## src/rtl/conv_feeder.sv

```systemverilog
// Frame-buffer streamer: holds one IMG_N x IMG_N frame and replays it row-major, one pixel per cycle.
// Define CONV_FEEDER_ROW_PAD_EN to insert K-1 zero beats after every row.
module conv_feeder #(
    parameter int DATA_W = 16,
    parameter int IMG_N  = 6,
    parameter int K      = 3,
    localparam int AW    = $clog2(IMG_N * IMG_N)
) (
    input  logic              clk,
    input  logic              rst,
    input  logic              wr_en,
    input  logic [AW-1:0]     wr_addr,
    input  logic [DATA_W-1:0] wr_data,
    input  logic              start,
    input  logic              hold,
    output logic [DATA_W-1:0] pixel_out,
    output logic              pix_en,
    output logic              row_start,
    output logic              frame_done,
    output logic              busy
);

    localparam int NPIX = IMG_N * IMG_N;
    localparam int CW   = (IMG_N > 1) ? $clog2(IMG_N) : 1;

    if (K < 2) begin : g_k_check
        $error("conv_feeder: K must be at least 2");
    end

`ifdef CONV_FEEDER_ROW_PAD_EN
    localparam int PW = (K > 2) ? $clog2(K - 1) : 1;
    typedef enum logic [1:0] {IDLE, STREAM, PAD, DONE} state_t;
    logic [PW-1:0] pad_cnt;
`else
    typedef enum logic [1:0] {IDLE, STREAM, DONE} state_t;
`endif

    state_t            state;
    logic [CW-1:0]     row;
    logic [CW-1:0]     col;
    logic [AW-1:0]     rd_addr;
    logic [DATA_W-1:0] mem [NPIX];

    logic last_col;
    logic last_row;

    assign rd_addr  = AW'(row) * AW'(IMG_N) + AW'(col);
    assign last_col = (col == CW'(IMG_N - 1));
    assign last_row = (row == CW'(IMG_N - 1));

    // Busy also covers the cycle after DONE, so writes are gated on both.
    always_ff @(posedge clk) begin
        if (wr_en && state == IDLE && !busy && (32'(wr_addr) < NPIX))
            mem[wr_addr] <= wr_data;
    end

    always_ff @(posedge clk or negedge rst) begin
        if (!rst) begin
            state      <= IDLE;
            row        <= '0;
            col        <= '0;
            pixel_out  <= '0;
            pix_en     <= 1'b0;
            row_start  <= 1'b0;
            frame_done <= 1'b0;
            busy       <= 1'b0;
`ifdef CONV_FEEDER_ROW_PAD_EN
            pad_cnt    <= '0;
`endif
        end else begin
            case (state)
                IDLE: begin
                    pix_en     <= 1'b0;
                    row_start  <= 1'b0;
                    frame_done <= 1'b0;
                    busy       <= 1'b0;
                    if (start && !busy) begin
                        state <= STREAM;
                        busy  <= 1'b1;
                        row   <= '0;
                        col   <= '0;
                    end
                end

                STREAM: begin
                    if (hold) begin
                        pix_en    <= 1'b0;
                        row_start <= 1'b0;
                    end else begin
                        pixel_out <= mem[rd_addr];
                        pix_en    <= 1'b1;
                        row_start <= (col == '0);
                        if (last_col) begin
                            col <= '0;
`ifdef CONV_FEEDER_ROW_PAD_EN
                            state   <= PAD;
                            pad_cnt <= '0;
`else
                            if (last_row) begin
                                row   <= '0;
                                state <= DONE;
                            end else begin
                                row <= row + 1'b1;
                            end
`endif
                        end else begin
                            col <= col + 1'b1;
                        end
                    end
                end

`ifdef CONV_FEEDER_ROW_PAD_EN
                PAD: begin
                    row_start <= 1'b0;
                    if (hold) begin
                        pix_en <= 1'b0;
                    end else begin
                        pixel_out <= '0;
                        pix_en    <= 1'b1;
                        pad_cnt   <= pad_cnt + 1'b1;
                        if (pad_cnt == PW'(K - 2)) begin
                            pad_cnt <= '0;
                            if (last_row) begin
                                row   <= '0;
                                state <= DONE;
                            end else begin
                                row   <= row + 1'b1;
                                state <= STREAM;
                            end
                        end
                    end
                end
`endif

                DONE: begin
                    pix_en     <= 1'b0;
                    row_start  <= 1'b0;
                    frame_done <= 1'b1;
                    state      <= IDLE;
                end

                default: state <= IDLE;
            endcase
        end
    end

endmodule

```

## config.mk

```make
export PLATFORM = sky130hd
export DESIGN_NAME = conv_feeder
export DESIGN_NICKNAME = d
export VERILOG_FILES = /design/src/rtl/conv_feeder.sv
export SDC_FILE = /design/constraint.sdc
export NUM_CORES = 1
export LEC_CHECK = 0
export ABC_AREA = 1
export CAP_MARGIN = 20
export CORE_MARGIN = 2
export CORE_UTILIZATION = 36
export DETAILED_ROUTE_END_ITERATION = 10
export PLACE_DENSITY_LB_ADDON = 0.12
export SYNTH_ARGS = -nofsm -noshare
export SYNTH_HDL_FRONTEND = slang
export SYNTH_SLANG_ARGS = --single-unit
export TNS_END_PERCENT = 50
```

## constraint.sdc

```tcl
create_clock -name clk -period 5.9 [get_ports clk]
set_clock_uncertainty 0.2 [all_clocks]
set_input_delay 1.18 -clock clk [delete_from_list [all_inputs] [get_ports clk]]
set_output_delay 1.18 -clock clk [all_outputs]
set_load 0.02 [all_outputs]
```

Yosys cells after proc, flatten, opt, wreduce, memory -nomap -nowiden --
Memory sizes are Yosys's and may differ from the RTL's. A register that Yosys moved wholly into a read port is not among the register bits. Cells that the tools add are included.
Storage, ports and cells: register bits 12, bits in writable memories 576, input bits 27, output and inout port bits 20, memories 1
Operators by class: $add $sub $neg 3, multiply operators 1, $lt $le $gt $ge 1, equal/unequal tests 8, muxes and demuxes 21, bitwise operators 1, reduce and logical (&&, ||, !) cells 16
Memories:
- mem | words 36, bits a word 16, rd ports 1, clocked after memory_dff 1, write ports 1, line 42 | logic [DATA_W-1:0] mem [NPIX];
Operators with widths (number):
- $mux 3 | 6
- $pmux 3 s2 | 2
- $mux 2 | 4
- $reduce_and 4->1 | 2
- $add 3x1->3 const B | 2
- $add 6x3->6 | 1
- $eq 3x3->1 const B | 2
- $lt 6x6->1 const B | 1
- $ne 2x2->1 const B | 3
- $pmux 1 s2 | 3
- $reduce_bool 2->1 | 3
- $mul 3x2->5 const B | 1
- $mux 1 | 5
- $logic_and 1x1->1 | 4
- $pmux 2 s2 | 1
- $logic_not 3->1 | 1
- $reduce_and 3->1 | 1
- $eq 2x1->1 const B | 1
- $eq 2x2->1 const B | 1
- $logic_not 1->1 | 2
- $logic_not 2->1 | 1
- $ne 2x1->1 const B | 1
- $reduce_and 2->1 | 1
- $reduce_or 2->1 | 1
- $not 1->1 | 1

Logic depth before layout (Yosys ltp) --
word-level depth 6, depth in mapped cells 14, depth with buffers taken out 13

Worst setup path before layout --
Ideal clock, no wire load.
path type input to register, start input wr_addr[3], end memory mem[0][0] (enable), setup time 388 ps, arrival 2597 ps, setup slack 2714 ps, cell stages on the path 7, buffers on the path 0, path through nor2_1 > nand2_1 > nand2_1 > nand4_1 > nor2_1 > nand3_1 > nor2_1
On the way: cells in the longest elaborated chain, start to end 4
Ends and longest elaborated chain:
- from (decl) | line 12 | input logic [AW-1:0] wr_addr,
- $lt 6x6->1 | line 53 | if (wr_en && state == IDLE && !busy && (32'(wr_addr) < NPIX))
- $logic_and 1x1->1 | line 53
- $mux 1 | line 53
- $mux 1 (implied by the code) | line 54 | mem[wr_addr] <= wr_data;
- to (decl) | line 42
Parallel ways exist; a longest one is shown, timed or not.

Final worst setup path --
start input wr_addr[3], end memory mem[11][10] (enable)
Same word-level chain as after synthesis.

==> impl_metrics.py <==
metrics = {
    "sta": {
        "post-route-period-util_pct": 65.18,
        "rsz0062_at_grt": "false",
        "fin_crit_ns": 3.845,
        "report.final.slew_viol_count": 0,
        "setup_tns_ns": 0,
        "max_freq_ghz": 0.2601,
        "finalHoldViolCount": 0,
        "slew_headroom_pct": 32.00,
        "tightest_slew_ns": 1.020,
        "setup_viol": 0,
    },
    "global_route": {
        "grt_pass1_vias": 16076,
        "grt_util_all_layers_pct": 20.52,
        "overflow": 0,
        "antenna_found_initial": 1,
        "grt_start_max_net_pins": 189,
        "grt_pass1_wl_um": 107600,
    },
    "critical_path": {
        "crit_top_cell": "nor2_1",
        "path_class": "primary input to register",
        "critical_path_required_ns": 6.00,
        "cp-end-kind": "register",
        "critPathLaunchType": "primary input",
        "slowest_stage": "nor2_1",
        "critPathMaxFanout": 9,
        "max_stage_delay_ns": 0.72,
        "crit_chain": "clkdlybuf4s50_1, nor2_1, nand2_1, nand2_1, nand4_1, nor2_1, nand3_1, nor2_1, buf_4",
        "critPathLaunch": "wr_addr[3]",
        "cp.arrival_ns": 3.95,
        "crit-reg2reg-launch": "row[1]",
    },
    "clock_network": {
        "cts_root_buf": "clkbuf_16",
        "cts_tree": "built",
        "cts_setup_buffers": 0,
        "cts_buffers": 69,
        "cts_resized": 0,
        "postCtsHoldBufs": 0,
        "cts_max_level": 3,
        "clk_latency_ns": 0.60,
        "path_clk_slew_ns": 0.06,
        "clock_path_buffers": 3,
        "cts.sink_count": 604,
    },
    "final_layout": {
        "layout.nets": 2401,
        "fillers": 6630,
        "regArea_mm2": 0.01800,
        "antenna_cells": 0,
        "drive_above_1_share_pct": 7.450,
        "multi_input_area_mm2": 0.006108,
        "postLayoutCellArea_mm2": 0.02902,
        "syn2layout_area_growth_pct": 14.95,
    },
    "yosys": {
        "synth_warnings": 0,
        "synthesis.nets": 2337,
        "ys_ff_latch": 604,
        "ys_types": 35,
        "syn-cell-area_mm2": 0.02525,
        "avgSynthCellArea_um2": 10.97,
        "ys_seq_area_share_pct": 71.29,
        "synth_cells": 2302,
    },
    "route": {
        "drt_iter0_markers": 1496,
        "drt_wl_total_um": 73030,
        "wire_per_inst_um": 21.76,
        "post-route-drc-count": 0,
        "vias_per_cell": 4.924,
        "ant_nets": 0,
        "firstDrtPassIters": 6,
        "vias": 16526,
    },
    "floorplan": {
        "start_util_pct": 36.18,
        "placementRows": 97,
        "io_pins": 47,
        "die_h_um": 268.8,
        "core_area_mm2": 0.06979,
        "dieArea_mm2": 0.07226,
        "die_w_um": 268.8,
    },
    "power_and_ir_drop": {
        "p_leak_nw": 11.20,
        "power.total_mw": 17.00,
        "p_per_area_mw_per_mm2": 585.9,
        "ir_worst_vdd_uv": 658.8,
    },
    "placement": {
        "place_hpwl_um": 42000,
        "place_area_mm2": 0.02692,
        "place_congestion": 0.8544,
        "port_buffers": 46,
    },
    "min_path": {
        "min_path_type": "register to register",
        "worstHoldStart": "frame_done",
    },
    "status": {
        "status": "finished, final reports clean",
    },
    "flow_run": {
        "drv_cap": 0,
    },
}
## routing by layer
layer	share of wire (%)	up-vias	routed length (um)	global-route usage, %
met3	4.8	131	3533	2.959
met2	47	456	34560	33.34
met5	0.015	-	11	0
met1	44	8062	32440	28.17
met4	3.4	2	2490	7.297
li1	-	7875	-	-
## path summary, 6_finish.rpt
path	to	cells past startpoint	slack, ns
hold / removal	frame_done	2	0.32
setup / recovery	mem[11][10]	9	2.05
max in group asynchronous	col[0]	2	4.39
hold reg to reg	frame_done	2	0.32
min in group asynchronous	busy	2	0.77
setup reg to reg	pixel_out[3]	13	2.21
## state kept, by name, indices dropped and copies added, names as in the netlist
name        cells
mem           576
pixel_out      16
row             3
row_start       1
col             3
frame_done      1
busy            1
pix_en          1
state           2
## cell usage after synthesis
cell type  number  area (um2)
or2_2           7       43.79
dfrtp_1        28       700.7
buf_4           9       67.56
o31ai_1         1       7.510
o21ai_0        88       440.4
nand4_1         2       12.51
xor2_1          2       17.52
nand3b_1        1       7.510
fa_1            2       40.04
xnor2_1         1       8.760
o41ai_1         1       8.760
nor2_4          1       11.26
a211oi_1        1       7.510
nand2_4         2       22.52
buf_1          13       48.80
clkbuf_1       30       112.6
buf_2          68       340.3
inv_2           7       26.28
inv_1         147       551.8
ha_1            6       75.07
xnor2_2         1       16.27
nor4_1          1       6.260
nor2_1        169       634.4
o22ai_1         9       56.30
clkinv_2        1       5.000
buf_6           2       22.52
nand2_1       794        2980
xor2_2          1       16.27
a21oi_1        18       90.09
nand3_1       309        1546
o21ai_1         1       5.000
o21a_1          1       7.510
nand2_2         1       6.260
edfxtp_1      576       17300
or2_1           1       6.260
## cells by family after synthesis
family          count (synthesis)  share of synthesized area [%]
fa+ha+maj                       8                         0.4559
simple gates                 1288                          20.90
compound gates                120                          2.468
flops                         604                          71.29
buf+inv                       277                          4.654
xor+xnor                        5                         0.2330
## per-stage QoR
stage	worst slack, ns	hold slack (ns)	cells	util [%]
floorplan	2.714	0.2955	2302	-
global placement	1.593	0.2862	3233	38.52
detailed placement	1.525	0.3038	3235	38.58
CTS	2.149	0.3188	3356	41.58
global route	1.963	0.3493	3356	41.58
finish	2.055	0.3208	3356	41.58
## where the power goes
group / internal, mW / switching [mW] / total (mW)
clock: 2.36 / 1.69 / 4.05
sequential: 4.79 / 0.128 / 4.92
combinational: 2.17 / 5.87 / 8.03
## final cells by class
class,count,share of cell area [%]
Sequential cell,604,62.03
Multi-Input combinational cell,1421,21.05
Clock buffer,89,6.316
Timing Repair Buffer,115,3.596
Inverter,155,2.044
Tap cell,940,4.053
Clock inverter,32,0.9140
## cell usage in the layout (no fill, tap or decap), types with 17 or more instances in the layout
cell type        synthesis  final
nand2_1                794    794
edfxtp_1               576    576
nand3_1                309    309
nor2_1                 169    169
inv_1                  147    147
o21ai_0                 88     88
clkbuf_16                0     70
buf_4                    9     64
clkdlybuf4s50_1          0     46
dfrtp_1                 28     27
a21oi_1                 18     18
clkbuf_1                30     18
clkinv_1                 0     17
## worst max-delay path, delay by kind of cell
family	cells	cell delay [ns]
buffers and inverters	2	0.88
and+or+nand+nor	7	1.89
Power figures use the tool's default switching activity.
